--- config.mk ---
export PLATFORM = sky130hd
export DESIGN_NAME = mem_bus_arbiter
export DESIGN_NICKNAME = d
export VERILOG_FILES = /design/src/rtl/mem_bus_pkg.sv /design/src/rtl/mem_bus_resp_track.sv /design/src/rtl/mem_bus_arbiter.sv
export SDC_FILE = /design/constraint.sdc
export NUM_CORES = 1
export LEC_CHECK = 0
export ABC_AREA = 1
export BUFFER_PORTS_ARGS = -buffer_cell sky130_fd_sc_hd__buf_2
export CAP_MARGIN = 20
export CORE_AREA = 2 2 121 123
export DETAILED_ROUTE_END_ITERATION = 8
export DIE_AREA = 0 0 123 125
export PLACE_DENSITY = 0.58
export SLEW_MARGIN = 10
export SYNTH_ARGS = -nofsm -noshare
export SYNTH_HDL_FRONTEND = slang
export SYNTH_SLANG_ARGS = --single-unit
--- constraint.sdc ---
create_clock -name clk_i -period 2.45 [get_ports clk_i]
set_clock_uncertainty 0.2 [all_clocks]
set_input_delay 0.245 -clock clk_i [delete_from_list [all_inputs] [get_ports clk_i]]
set_output_delay 0.245 -clock clk_i [all_outputs]
set_load 0.01 [all_outputs]
--- src/rtl/mem_bus_pkg.sv ---
// mem_bus_pkg: shared types and master indices for the memory bus arbiter
package mem_bus_pkg;

    typedef enum logic {ARB, LOCKED} arb_state_e;

    typedef struct packed {
        logic [3:0]  wstrb;
        logic [31:0] addr;
        logic [31:0] wdata;
    } mem_req_t;

    localparam logic MASTER_CPU = 1'b0;
    localparam logic MASTER_AUX = 1'b1;

endpackage

--- src/rtl/mem_bus_resp_track.sv ---
// mem_bus_resp_track: one-cycle read response tracking and rdata/rvalid demux
module mem_bus_resp_track
    import mem_bus_pkg::*;
(
    input  logic        clk_i,
    input  logic        rstn_i,
    input  logic        rd_fire_i,
    input  logic        owner_i,
    input  logic [31:0] mem_rdata_i,
    output logic        m0_rvalid_o,
    output logic [31:0] m0_rdata_o,
    output logic        m1_rvalid_o,
    output logic [31:0] m1_rdata_o
);

    logic resp_valid_q, resp_valid_d;
    logic resp_owner_q, resp_owner_d;

    // capture whether this cycle's grant was a read and who issued it
    always_comb begin
        resp_valid_d = rd_fire_i;
        resp_owner_d = rd_fire_i ? owner_i : resp_owner_q;
    end

    // response register; reset drops any read in flight
    always_ff @(posedge clk_i or negedge rstn_i) begin
        if (!rstn_i) begin
            resp_valid_q <= 1'b0;
            resp_owner_q <= MASTER_CPU;
        end else begin
            resp_valid_q <= resp_valid_d;
            resp_owner_q <= resp_owner_d;
        end
    end

    assign m0_rvalid_o = resp_valid_q && resp_owner_q == MASTER_CPU;
    assign m1_rvalid_o = resp_valid_q && resp_owner_q == MASTER_AUX;
    assign m0_rdata_o  = m0_rvalid_o ? mem_rdata_i : 32'd0;
    assign m1_rdata_o  = m1_rvalid_o ? mem_rdata_i : 32'd0;

endmodule

--- src/rtl/mem_bus_arbiter.sv ---
// mem_bus_arbiter: shares one single-port memory between the CPU (m0) and an auxiliary master (m1)
module mem_bus_arbiter
    import mem_bus_pkg::*;
#(
    parameter int unsigned MAX_WAIT = 8,
    parameter int unsigned LOCK_MAX = 16
) (
    input  logic        clk_i,
    input  logic        rstn_i,
    input  logic        m0_req_i,
    input  logic [3:0]  m0_wstrb_i,
    input  logic [31:0] m0_addr_i,
    input  logic [31:0] m0_wdata_i,
    output logic        m0_gnt_o,
    output logic        m0_rvalid_o,
    output logic [31:0] m0_rdata_o,
    input  logic        m1_req_i,
    input  logic [3:0]  m1_wstrb_i,
    input  logic [31:0] m1_addr_i,
    input  logic [31:0] m1_wdata_i,
    input  logic        m1_lock_i,
    output logic        m1_gnt_o,
    output logic        m1_rvalid_o,
    output logic [31:0] m1_rdata_o,
    output logic        mem_enable_o,
    output logic [3:0]  mem_wstrb_o,
    output logic [31:0] mem_addr_o,
    output logic [31:0] mem_wdata_o,
    input  logic [31:0] mem_rdata_i
);

    arb_state_e state_q, state_d;
    logic [7:0] wait_cnt_q, wait_cnt_d;
    logic [7:0] lock_cnt_q, lock_cnt_d;
    logic       m0_req, m1_req, m0_gnt, m1_gnt;
    mem_req_t   sel;

    // requests are masked during reset so no grant or memory strobe escapes
    assign m0_req = m0_req_i && rstn_i;
    assign m1_req = m1_req_i && rstn_i;

    // grant decision, lock tracking and m1 starvation counter
    always_comb begin
        state_d    = state_q;
        lock_cnt_d = lock_cnt_q;
        m0_gnt     = 1'b0;
        m1_gnt     = 1'b0;
        if (state_q == ARB) begin
            m1_gnt = m1_req && (!m0_req || wait_cnt_q == 8'(MAX_WAIT));
            m0_gnt = m0_req && !m1_gnt;
            if (m1_gnt && m1_lock_i) begin
                state_d    = LOCKED;
                lock_cnt_d = 8'd0;
            end
        end else begin
            m1_gnt     = m1_req;
            lock_cnt_d = lock_cnt_q + {7'd0, lock_cnt_q != 8'hFF};
            if (!m1_lock_i || lock_cnt_d >= 8'(LOCK_MAX))
                state_d = ARB;
        end
        wait_cnt_d = m1_gnt ? 8'd0 :
                     (m1_req && wait_cnt_q < 8'(MAX_WAIT)) ? wait_cnt_q + 8'd1 : wait_cnt_q;
    end

    // arbitration state and counters
    always_ff @(posedge clk_i or negedge rstn_i) begin
        if (!rstn_i) begin
            state_q    <= ARB;
            wait_cnt_q <= 8'd0;
            lock_cnt_q <= 8'd0;
        end else begin
            state_q    <= state_d;
            wait_cnt_q <= wait_cnt_d;
            lock_cnt_q <= lock_cnt_d;
        end
    end

    // memory side carries the winner's payload, zero when idle
    always_comb begin
        sel = m1_gnt ? mem_req_t'{m1_wstrb_i, m1_addr_i, m1_wdata_i} :
              m0_gnt ? mem_req_t'{m0_wstrb_i, m0_addr_i, m0_wdata_i} : '0;
    end

    assign m0_gnt_o     = m0_gnt;
    assign m1_gnt_o     = m1_gnt;
    assign mem_enable_o = m0_gnt || m1_gnt;
    assign mem_wstrb_o  = sel.wstrb;
    assign mem_addr_o   = sel.addr;
    assign mem_wdata_o  = sel.wdata;

    mem_bus_resp_track u_resp (
        .clk_i       (clk_i),
        .rstn_i      (rstn_i),
        .rd_fire_i   (mem_enable_o && sel.wstrb == 4'd0),
        .owner_i     (m1_gnt ? MASTER_AUX : MASTER_CPU),
        .mem_rdata_i (mem_rdata_i),
        .m0_rvalid_o (m0_rvalid_o),
        .m0_rdata_o  (m0_rdata_o),
        .m1_rvalid_o (m1_rvalid_o),
        .m1_rdata_o  (m1_rdata_o)
    );

endmodule
### Word-level counts from Yosys, hierarchy flattened

Cells that the tools add are included.

* flip-flop bits (word level): 19
* bits in latches: 0
* RAM bits: 0
* bits in read-only memories: 0
* input port bits: 173
* memories: 0

* $add $sub $neg: 2
* $mul: 0
* divide/modulo/power cells: 0
* $lt $le $gt $ge: 2
* equal/unequal tests: 2
* shift-type cells: 0
* mux-type cells: 14
* bitwise operators: 1
* reductions and logical operators: 18

Operators with widths (count)
* 2-to-1 mux 68 bit: 2
* 2-to-1 mux 32 bit: 2
* 2-to-1 mux 8 bit: 4
* logical AND 1 bit: 9
* adder 8 x 1 -> 8 bit: 1
* adder 8 x 1 -> 8 bit, second input constant: 1
* equality test 8 x 4 -> 1 bit, second input constant: 1
* >= comparator 8 x 5 -> 1 bit, second input constant: 1
* less-than comparator 8 x 4 -> 1 bit, second input constant: 1
* != test 8 bit, second input constant: 1
* 2-to-1 mux 1 bit: 6
* logical NOT 4 bit: 1
* nonzero test 2 bit: 2
* logical NOT 1 bit: 3
* logical OR 1 bit: 3
* NOT 1 bit: 1

### Longest topological paths before layout

Gate-level depths: netlist of run 1.

* depth in word-level cells: 11
* mapped depth: 14
* mapped depth without buffers: 14

### Cells and area by module

A second synthesis of run 1 with hierarchy kept.

* cells, all modules: 470
* area, all modules: 2393.5 µm²

Modules (own cells, without submodules)
* mem_bus_arbiter: times used 1, cells an instance 357, area an instance 1911.8 µm², sequential area each 425.4 µm²
* mem_bus_resp_track: times used 1, cells an instance 113, area an instance 481.7 µm², sequential area each 50.0 µm²

### Worst setup path before layout of run 1

Ideal clock, no wire load.

* path kind: register -> output
* start point: register wait_cnt_q[0]
* end point: output port mem_addr_o[0]
* arrival time: 1.437 ns
* data required time: 2.005 ns
* setup slack: 0.568 ns
* cell stages (with the launch flop): 9
* cell sequence: dfrtp_1 -> inv_1 -> ha_1 -> and3_4 -> a21boi_2 -> buf_4 -> buf_6 -> nand2_1 -> nand2_1

* cells in the longest elaborated chain, start to end: 8
* elaborated cells on any way between the ends: 9
* those cells by class: eq/ne: 1; mux: 4; reduce/logical: 4

RTL lines
* start, declared: RTL line mem_bus_arbiter.sv:33 `logic [7:0] wait_cnt_q, wait_cnt_d;`
* start signal, assigned: RTL line mem_bus_arbiter.sv:73 `wait_cnt_q <= wait_cnt_d;`
* equality test 8 x 4 -> 1 bit *: RTL line mem_bus_arbiter.sv:49 `m1_gnt = m1_req && (!m0_req || wait_cnt_q == 8'(MAX_WAIT));`
* logical OR 1 bit *: RTL line mem_bus_arbiter.sv:49
* logical AND 1 bit *: RTL line mem_bus_arbiter.sv:49
* logical NOT 1 bit: RTL line mem_bus_arbiter.sv:50 `m0_gnt = m0_req && !m1_gnt;`
* logical AND 1 bit: RTL line mem_bus_arbiter.sv:50
* 2-to-1 mux 1 bit: RTL line mem_bus_arbiter.sv:48 `if (state_q == ARB) begin`
* 2-to-1 mux 68 bit: RTL line mem_bus_arbiter.sv:81 `m0_gnt ? mem_req_t'{m0_wstrb_i, m0_addr_i, m0_wdata_i} : '0;`
* 2-to-1 mux 68 bit *: RTL line mem_bus_arbiter.sv:80 `sel = m1_gnt ? mem_req_t'{m1_wstrb_i, m1_addr_i, m1_wdata_i} :`
* end, declared: RTL line mem_bus_arbiter.sv:27 `output logic [31:0] mem_addr_o,`

Mark *: on every way between the ends. The rest lies on a longest branch, timed or not.

### Final worst setup path of run 1

* start point: register wait_cnt_q[0]
* end point: output port mem_wdata_o[3]

* cells in the longest elaborated chain, start to end: 8
* elaborated cells on any way between the ends: 9
* those cells by class: eq/ne: 1; mux: 4; reduce/logical: 4

RTL lines
* equality test 8 x 4 -> 1 bit *: RTL line mem_bus_arbiter.sv:49
* logical OR 1 bit *: RTL line mem_bus_arbiter.sv:49
* logical AND 1 bit *: RTL line mem_bus_arbiter.sv:49
* logical NOT 1 bit: RTL line mem_bus_arbiter.sv:50
* logical AND 1 bit: RTL line mem_bus_arbiter.sv:50
* 2-to-1 mux 1 bit: RTL line mem_bus_arbiter.sv:48
* 2-to-1 mux 68 bit: RTL line mem_bus_arbiter.sv:81
* 2-to-1 mux 68 bit *: RTL line mem_bus_arbiter.sv:80
* end, declared: RTL line mem_bus_arbiter.sv:28 `output logic [31:0] mem_wdata_o,`

Marked as above.

==> metrics, run 1 <==
pin count of the biggest net entering global routing=50; run status=completed; number of CTS-inserted buffers=3; final clock period utilization by the worst path=0.936; share of Yosys cell area claimed by the top area cell type=0.372; top area cells in the synthesized netlist=nand2_1 37%, dfrtp_1 21%, nor2_1 13%; slew margin rel.=0.334; Final #Nets=938; routability congestion estimate from global placement=0.776; PD cells=499 nW/um2; area of the mapped netlist=2310 um2; clock-pin transition on the worst setup and hold timing paths=0.05 ns; standard cell area after detailed placement=4070 um2; Via density=3.86; critical path cell sequence=inv_1 -> ha_1 -> and3_4 -> nand2_4 -> nand3_4 -> clkbuf_16 -> nand2_1 -> nand2_1 -> buf_2; average instance area after synthesis=5.14 um2; area of the die=15400 um2; y dimension of the die=125 um; global-route total usage across every layer=0.122; number of primary I/O pins=310; antenna cell count=0; Syn-to-layout area delta=83.0%; antenna violations before repair=0; FF/Latch Area=475 um2; Core Area=14200 um2; area occupied by multi-input gates=1480 um2; row count=44; sinks on the clock net=19; initial standard-cell utilization of the core=0.163; clock latency at the later pin of the worst-skew pair=0.25 ns; Hold Path Class=input pin to flip-flop; first-pass detailed-route iteration total=5; I/O Buffers=309; RR Startpoint=lock_cnt_q[2]; Largest stage delay, worst path=0.36 ns; clock period minus final worst setup slack=2.29 ns; post-route DRC violation count=0; total congestion overflow after global routing=0; critical path data required time=2.01 ns; max-capacitance violation count=0; type of the worst setup path=flip-flop to output port; end-of-flow core utilization=0.298; Min-Delay Startpoint=m1_lock_i; Ys Warns=0; deepest level of the CTS H-tree=1; post-cts repair resize count=0; final-report setup violation count=0; setup repair after global routing missed its margin=false; Detailed Place HPWL=8.77 mm; register area share after synthesis=0.206; aggregate negative setup slack=0 ns; type of destination of the critical path=output port; Critical Path Source Type=flip-flop; clock tree from TritonCTS=yes; number of nets in the synthesized netlist=627; critical path's slowest cell=dfrtp_1; vias in the first global route=3203; WL final=10.8 mm; routed vias=3642; wire length of the first global-routing pass=15.3 mm; library cell occupying the most area in the post-synthesis netlist=nand2_1; peak supply drop=228 uV; initial DRC count=92; transition time at the pin with the least slew margin=0.998 ns; cell area after layout=4230 um2; worst-case clock buffer depth=2; wire length per cell after detailed routing=11.4 um; Die Width=123 um; Final ANT Viol Nets=0; share of final-layout standard cells stronger than drive strength 1=0.449; Post-Syn Instances=450; count of state elements after synthesis=19; Crit Path Max Fanout=24; Critical Path Most Common Cell=nand2_1; Final Max Slew Viols=0; number of fill cells in the layout=1595; crit path launch=wait_cnt_q[0]; static leakage=2.98 nW; worst endpoint data arrival time=1.85 ns; Final Power=2.11 mW; Netlist cell types=29; root buffer cell=clkbuf_16; peak clock frequency supported by timing=436 MHz; Final Hold Viols=0
==> sequential cells by signal, summed over array words and instances (netlist names) <==
| name | count |
|---|---|
| lock_cnt_q | 8 |
| wait_cnt_q | 8 |
| u_resp.resp_owner_q | 1 |
| state_q | 1 |
| u_resp.resp_valid_q | 1 |
==> critical path: cells and delay by family, from the launching register on <==
kind                       cells  cell delay (ns)
adders and majority gates      1             0.20
buffers and inverters          3             0.45
DFF                            1             0.36
and+or+nand+nor                5             0.57
==> final cells by class <==
class,count,share of cell area
Sequential cell,19,0.112
Inverter,58,0.0515
Timing Repair Buffer,328,0.413
Clock buffer,4,0.0186
Multi-Input combinational cell,351,0.350
Tap cell,184,0.0544
==> layout by cell type (no fill, tap or decap) <==
master         count
nor2_4             1
nor3_1             2
a21boi_4           1
o21ai_0           10
ha_1               4
buf_4             14
o22ai_1            2
nand2_2            3
xnor2_1            1
nor2_2             2
dfrtp_1           19
dlygate4sd3_1      1
a21oi_1            2
o32ai_1            1
clkbuf_16          4
xor2_1             2
nand2_4            1
o21bai_1           1
nor2_1            78
a41oi_1            1
nand2_1          229
inv_1             57
inv_2              1
buf_12             3
a31oi_1            1
clkbuf_1           1
and3_4             1
nor4_1             1
nand3_4            1
nand3_1            6
buf_2            309
==> kinds of logic after synthesis <==
| group | after synthesis | synth area share |
|---|---|---|
| adder cells (fa/ha/maj) | 4 | 0.0217 |
| flip-flops | 19 | 0.206 |
| XOR/XNOR | 3 | 0.0114 |
| buffers and inverters | 80 | 0.157 |
| AO/OA/AOI/OAI | 19 | 0.0498 |
| AND/OR/NAND/NOR | 325 | 0.554 |
==> final timing paths <==
kind | to | slack (ns) | depth (start not counted)
hold reg to reg | wait_cnt_q[5] | 0.29 | 2
min in group asynchronous | lock_cnt_q[0] | 0.37 | 3
setup / recovery | mem_wdata_o[3] | 0.16 | 9
setup reg to reg | state_q | 0.34 | 14
max in group asynchronous | wait_cnt_q[5] | 1.46 | 3
hold / removal | state_q | 0.16 | 5
==> power breakdown <==
group	leakage (nW)	internal, mW	switching (mW)
clock	0.0382	0.221	0.111
sequential	0.255	0.400	0.0621
combinational	2.69	0.552	0.764
==> cell usage after synthesis <==
library cell	number
inv_1	57
nand2_2	3
nor2_2	2
ha_1	4
clkbuf_1	6
xnor2_1	1
nor2_1	78
nand3_1	6
a31oi_1	1
dfrtp_1	19
o22ai_1	2
nand2_4	1
o32ai_1	1
inv_2	1
a21boi_2	1
nor2_4	1
nand3_4	1
o21bai_1	1
nor4_1	1
a21oi_1	2
and3_4	1
nor3_1	2
xor2_1	2
buf_4	2
o21ai_0	10
buf_6	6
nand2_1	229
a41oi_1	1
buf_2	8
==> what timing repair did <==
action,in CTS,in global routing
hold buffers,1,0
gates cloned,0,1
hold endpoints to repair,19,0
buffers inserted,3,2
endpoints found under the setup margin,10,31
pin swaps,1,0
==> per-stage QoR <==
| step | hold WS [ns] | setup slack (ns) | std cells |
|---|---|---|---|
| floorplan | -0.251 | 0.568 | 450 |
| global placement | 0.0939 | 0.270 | 933 |
| detailed placement | 0.0961 | 0.226 | 933 |
| CTS | 0.155 | 0.110 | 941 |
| global route | 0.185 | 0.0365 | 944 |
| finish | 0.158 | 0.156 | 944 |
==> routing by layer <==
layer / up-vias / GRT usage / part of all wire
li1: 1932 / - / -
met1: 1509 / 0.156 / 0.42
met2: 191 / 0.215 / 0.47
met3: 10 / 0.0178 / 0.090
met4: 0 / 0.0241 / 0.013
met5: - / 0 / 0
No activity file was read; power rests on OpenSTA's default activity.
==> inputs of run 2 (changes only) <==
Settings changed: CELL_PAD_IN_SITES_DETAIL_PLACEMENT set to 1, CELL_PAD_IN_SITES_GLOBAL_PLACEMENT set to 2, CORE_AREA 2 2 121 123 to not set, CORE_UTILIZATION set to 12, DIE_AREA 0 0 123 125 to not set, PLACE_DENSITY 0.58 to 0.92.
==> run 2 against run 1 <==
Sequential power rose by 3%. Global-route usage fell by 0.60 points. Highest routed layer is now met5. Sequential share of layout area fell by 0.13 points. Register-to-register slack got worse by 0.07 ns. Flip-flop and latch count did not move. Final cell count rose by 4.7%. Setup slack got worse by 0.031 ns. Count of clock-buffer cells in the layout did not move. Design area rose by 1.2%. Routed wire length rose by 19%.
==> metrics, run 2 (synthesis gave the netlist of run 1 again) <==
run status=completed; post-route DRC violation count=0 (unchanged); pre-CTS WS=0.229 ns (+0.00336 ns); peak clock frequency supported by timing=430 MHz (-1.3%); Final Hold Viols=0 (unchanged); most common library cell in the layout ignoring fill and taps=buf_2; transition time at the pin with the least slew margin=0.379 ns (-0.619 ns); antenna violations before repair=1 (+1); Min-Delay Startpoint=m1_lock_i; max-capacitance violation count=0 (unchanged); Die Width=141 um (+14%); vias in the first global route=3626 (+13%); row count=50 (+14%); initial standard-cell utilization of the core=0.123 (-0.0396); pin count of the biggest net entering global routing=35 (-30%); top library cells by usage in the layout, fill and taps aside=309 x buf_2, 229 x nand2_1, 78 x nor2_1, 57 x inv_1, 19 x dfrtp_1; Crit Path Max Fanout=17 (-29%); slew margin rel.=0.745 (+0.412); Final #Nets=932 (-0.64%); y dimension of the die=141 um (+13%); Syn-to-layout area delta=85.1%; global-route total usage across every layer=0.116 (-0.00596); Final Power=2.15 mW (+2.0%); setup repair after global routing missed its margin=false; antenna cell count=0 (unchanged); end-of-flow core utilization=0.228 (-0.0698); Detailed Place HPWL=10.4 mm (+18%); final clock period utilization by the worst path=0.949 (+0.0125); routability congestion estimate from global placement=0.787 (+1.4%); clock-pin transition on the worst setup and hold timing paths=0.06 ns (about the same); registers with the most flip-flops=lock_cnt_q (8), wait_cnt_q (8); worst hold path cell count=4 (-1); worst endpoint data arrival time=1.88 ns (+0.03 ns); Final Max Slew Viols=0 (unchanged); type of destination of the critical path=output port; wire length of the first global-routing pass=18.1 mm (+19%); initial DRC count=100 (+8.7%); peak supply drop=323 uV (+42%); standard cell area after detailed placement=4100 um2 (+0.80%); type of the worst setup path=flip-flop to output port; clock tree from TritonCTS=yes; number of primary I/O pins=310 (unchanged); first-pass detailed-route iteration total=4 (-1); reg-to-reg critical path endpoint=state_q; clock latency at the later pin of the worst-skew pair=0.25 ns (about the same); RR Startpoint=lock_cnt_q[1]; final worst setup slack=0.125 ns (-0.0305 ns); clock period minus final worst setup slack=2.32 ns (+0.0305 ns); root buffer cell=clkbuf_16; critical path data required time=2.01 ns (about the same); sinks on the clock net=19 (unchanged); Core Area=18800 um2 (+32%); number of CTS-inserted buffers=3 (unchanged); Critical Path Source Type=flip-flop; final-report setup violation count=0 (unchanged); Final ANT Viol Nets=0 (unchanged); cell area after layout=4280 um2 (+1.2%); PD cells=503 nW/um2 (+0.82%); area of the die=19800 um2 (+29%); share of final-layout standard cells stronger than drive strength 1=0.446 (-0.00306); wire length per cell after detailed routing=12.9 um (+13%); deepest level of the CTS H-tree=1 (unchanged); WL final=12.7 mm (+19%); routed vias=3825 (+5.0%); Via density=3.87 (+0.35%); static leakage=2.96 nW (-0.63%); logic depth of the worst register-to-register path=14 (unchanged); total congestion overflow after global routing=0 (unchanged); I/O Buffers=309 (unchanged); Min-Delay Endpoint=lock_cnt_q[4]; aggregate negative setup slack=0 ns (unchanged); Hold Path Class=input pin to flip-flop; worst-case clock buffer depth=2 (unchanged); flop-to-flop setup slack=0.27 ns (-0.07 ns)
[run 2: changes by cell type in the layout (fill, tap and decap cells not counted)]
cell	delta
nand3_2	+1
nor3_2	+1
buf_16	+1
nor3_1	-1
buf_4	-9
buf_6	+1
[run 2: critical path: stages (launching register included)]
cell      delay, ns
dfrtp_1        0.36
inv_1          0.08
ha_1           0.20
and3_4         0.20
a21boi_4       0.15
buf_12         0.14
buf_12         0.16
nand2_1        0.12
nand2_1        0.08
buf_2          0.12
[run 2: routing by layer]
metal	up-vias	part of all wire	global-route usage	wire length, um
met2	194	0.50	0.224	6430
met4	2	0.018	0.0355	225
li1	1928	-	-	-
met3	16	0.074	0.0183	941
met1	1685	0.40	0.128	5140
met5	-	0.00094	0	12
[run 2: area by class of cell]
type	count	area [um2]
tap	234	293
inverter	58	218
timing repair buffer	321	1720
clock buffer	4	78.8
sequential	19	475
multi-input combinational	352	1500
fill	2539	14500
[run 2: per-stage QoR]
stage                     hold WS, ns  cells
final                           0.182    988
after CTS                       0.183    986
after global placement         -0.108    979
after floorplan                -0.251    450
after global routing            0.222    988
after detailed placement       -0.107    979
[run 2: worst max-delay path by stage]
stage / depth (start not counted) / to / from / slack (ns)
global placement: 9 / mem_wdata_o[4] / wait_cnt_q[0] / 0.29
detailed placement: 9 / mem_wdata_o[4] / wait_cnt_q[0] / 0.23
CTS: 8 / mem_addr_o[29] / wait_cnt_q[0] / 0.003
finish: 9 / mem_wdata_o[31] / wait_cnt_q[0] / 0.13
global route: 9 / mem_addr_o[26] / wait_cnt_q[0] / 0.002
floorplan: 8 / mem_addr_o[0] / wait_cnt_q[0] / 0.57
[run 2: timing repair]
| item | 4_1_cts | 5_1_grt |
|---|---|---|
| hold buffers | 1 | 0 |
| gates resized for setup | 0 | 3 |
| hold endpoints to repair | 19 | 0 |
| buffers inserted | 0 | 1 |
| endpoints found under the setup margin | 21 | 45 |
| gates cloned | 2 | 1 |
| pin swaps | 0 | 1 |
[run 2: power by group]
group | total [mW] | switching [mW] | internal (mW)
clock network | 0.338 | 0.117 | 0.221
logic | 1.34 | 0.799 | 0.540
registers | 0.475 | 0.0755 | 0.400
==> inputs of run 3 (changes only) <==
Settings changed: PLACE_DENSITY 0.92 to 0.9, SYNTH_HIERARCHICAL set to 1.
==> run 3 against run 2 <==
Via count is essentially flat. Sequential power shrank 9.1%. Synthesized cell count grew 4.4%. Critical path type unchanged. Clock power is essentially flat. Highest routed layer is now met4. Fmax shrank 1.9%.
==> metrics, run 3 <==
run status=completed; count of state elements after synthesis=19 (unchanged); number of CTS-inserted buffers=3 (unchanged); Ys Warns=6 (+6); ys flop type=dfrtp_1; registers with the most flip-flops=lock_cnt_q (8), wait_cnt_q (8); clock tree from TritonCTS=yes; share of Yosys cell area claimed by the top area cell type=0.375 (+0.00285); peak supply drop=199 uV (-38%); area of the die=20500 um2 (+3.5%); buffers inserted during post-CTS setup optimization=0 (unchanged); max-capacitance violation count=0 (unchanged); EDFF count, synth=0 (unchanged); number of primary I/O pins=310 (unchanged); top library cells by usage in the layout, fill and taps aside=309 x buf_2, 239 x nand2_1, 79 x nor2_1, 61 x inv_1, 19 x dfrtp_1; Final ANT Viol Nets=0 (unchanged); type of the worst setup path=flip-flop to output port; aggregate negative setup slack=0 ns (unchanged); library cell occupying the most area in the post-synthesis netlist=nand2_1; pin count of the biggest net entering global routing=43 (+23%); most common library cell in the layout ignoring fill and taps=buf_2; wire length per cell after detailed routing=12.0 um (-6.8%); Final Hold Viols=0 (unchanged); cell area after layout=4330 um2 (+1.1%); deepest level of the CTS H-tree=1 (unchanged); Hold Path Class=input pin to flip-flop; Netlist cell types=23 (-21%); worst-case clock buffer depth=2 (unchanged); post-route DRC violation count=0 (unchanged); I/O Buffers=309 (unchanged); register area share after synthesis=0.199 (-0.00710); area of the mapped netlist=2390 um2 (+3.6%); sinks on the clock net=19 (unchanged); total congestion overflow after global routing=0 (unchanged); global-route total usage across every layer=0.107 (-0.00886); Core Area=19500 um2 (+4.0%); final-report setup violation count=0 (unchanged); leading cell type by number of instances after synthesis=nand2_1; Die Width=143 um (+1.7%); average instance area after synthesis=5.09 um2 (-0.83%); slew margin rel.=0.770 (+0.0246); Final Power=1.64 mW (-24%); peak clock frequency supported by timing=422 MHz (-1.9%); root buffer cell=clkbuf_16; antenna violations before repair=1 (unchanged); Post-Syn Instances=470 (+4.4%); WL final=12.5 mm (-2.2%); top area cells in the synthesized netlist=nand2_1 37%, dfrtp_1 20%, nor2_1 13%; clock latency at the later pin of the worst-skew pair=0.25 ns (about the same); clock-pin transition on the worst setup and hold timing paths=0.06 ns (about the same); PD cells=380 nW/um2 (-24%); critical path data required time=2.01 ns (about the same); number of nets in the synthesized netlist=647 (+3.2%); worst endpoint data arrival time=1.92 ns (+0.04 ns); final worst setup slack=0.0802 ns (-0.0450 ns); row count=51 (+2.0%); final clock period utilization by the worst path=0.967 (+0.0184); Detailed Place HPWL=10.6 mm (+2.1%); setup repair after global routing missed its margin=true; initial standard-cell utilization of the core=0.123 (-0.000552); Final #Nets=949 (+1.8%); Syn-to-layout area delta=80.8%; routability congestion estimate from global placement=0.838 (+6.5%); Final Max Slew Viols=0 (unchanged); standard cell area after detailed placement=4180 um2 (+2.0%); first-pass detailed-route iteration total=4 (unchanged); initial DRC count=118 (+18%); y dimension of the die=143 um (+1.7%); end-of-flow core utilization=0.222 (-0.00635); type of destination of the critical path=output port; clock period minus final worst setup slack=2.37 ns (+0.0450 ns); static leakage=3.01 nW (+1.4%); pre-CTS WS=0.214 ns (-0.0153 ns); transition time at the pin with the least slew margin=0.345 ns (-0.0340 ns); fraction of registers with async set/reset=1.00 (unchanged); Critical Path Source Type=flip-flop; routed vias=3824 (-0.026%); Via density=3.69 (-4.8%); most instantiated cells after synthesis=239 x nand2_1, 80 x nor2_1, 61 x inv_1; share of final-layout standard cells stronger than drive strength 1=0.427 (-0.0189); Crit Path Max Fanout=23 (+6); vias in the first global route=3404 (-6.1%); wire length of the first global-routing pass=17.2 mm (-5.0%)
[run 3: cell count changes in the layout (fill, tap and decap cells not counted), sizes merged, moves of 2 or more]
cell   previous run  this run
a21oi             2         4
and2              0         2
buf             319       317
inv              58        63
nand2           233       241
nand3             8        17
nand4             0         2
o21ai            10         8
[run 3: path summary, 6_finish.rpt]
path / to / slack (ns) / cells past startpoint / startpoint
min: state_q / 0.12 / 3 / m1_lock_i
max reg2reg: u_resp/resp_owner_q / 0.27 / 14 / wait_cnt_q[0]
max in group asynchronous: wait_cnt_q[4] / 1.51 / 3 / rstn_i
min in group asynchronous: state_q / 0.33 / 3 / rstn_i
max: mem_addr_o[8] / 0.08 / 11 / wait_cnt_q[0]
min reg2reg: u_resp/resp_owner_q / 0.31 / 2 / u_resp/resp_owner_q
[run 3: metrics by stage]
stage / cells / hold WS [ns]
after global routing: 1036 / 0.139
after global placement: 1030 / 0.0693
after CTS: 1035 / 0.121
after detailed placement: 1030 / 0.0701
after floorplan: 470 / -0.251
final: 1037 / 0.118
[run 3: where the power goes]
| group | total, mW | switching, mW | internal [mW] |
|---|---|---|---|
| registers | 0.432 | 0.0563 | 0.375 |
| logic | 0.873 | 0.507 | 0.365 |
| clock network | 0.340 | 0.121 | 0.219 |
| total | 1.64 | 0.685 | 0.960 |
[run 3: layout make-up]
type / count / area, um2
repair buffers: 319 / 1680
inverters: 63 / 236
clock inverters: 1 / 5.00
diodes: 1 / 2.50
clock buffers: 3 / 75.1
multi-input cells: 366 / 1520
flip-flops and latches: 19 / 475
well taps: 265 / 332
fillers: 2642 / 15200
[run 3: timing repair]
action / 4_1_cts / 5_1_grt
hold buffers: 1 / 0
resized for setup: 1 / 6
endpoints found under the hold margin: 19 / 0
cloned: 0 / 1
setup endpoints to repair: 3 / 46
[run 3: kinds of logic (layout without fill, tap and decap cells)]
logic type	after synthesis	after routing	synth area share
xor gates and xnor gates	3	3	0.0110
other	0	1	0
AOI/OAI and AO/OA	13	13	0.0277
and+or+nand+nor	346	346	0.568
adders and majority gates	4	4	0.0209
buffers and inverters	85	386	0.174
DFF	19	19	0.199
[run 3: worst max-delay path: stages, from the launching register on]
cell     delay (ns)
dfrtp_1        0.37
inv_1          0.08
ha_1           0.20
nand2_1        0.11
nor2_4         0.05
nand2_4        0.10
nand2_2        0.06
inv_2          0.12
buf_6          0.21
nand2_1        0.07
nand2_1        0.13
buf_2          0.15
[run 3: layer usage]
layer | part of all wire | vias to the layer above | GRT usage | routed length, um
li1 | - | 1973 | - | -
met1 | 0.41 | 1681 | 0.131 | 5110
met2 | 0.50 | 161 | 0.189 | 6230
met3 | 0.077 | 9 | 0.0188 | 961
met4 | 0.012 | 0 | 0.0319 | 155
met5 | 0 | - | 0 | 0
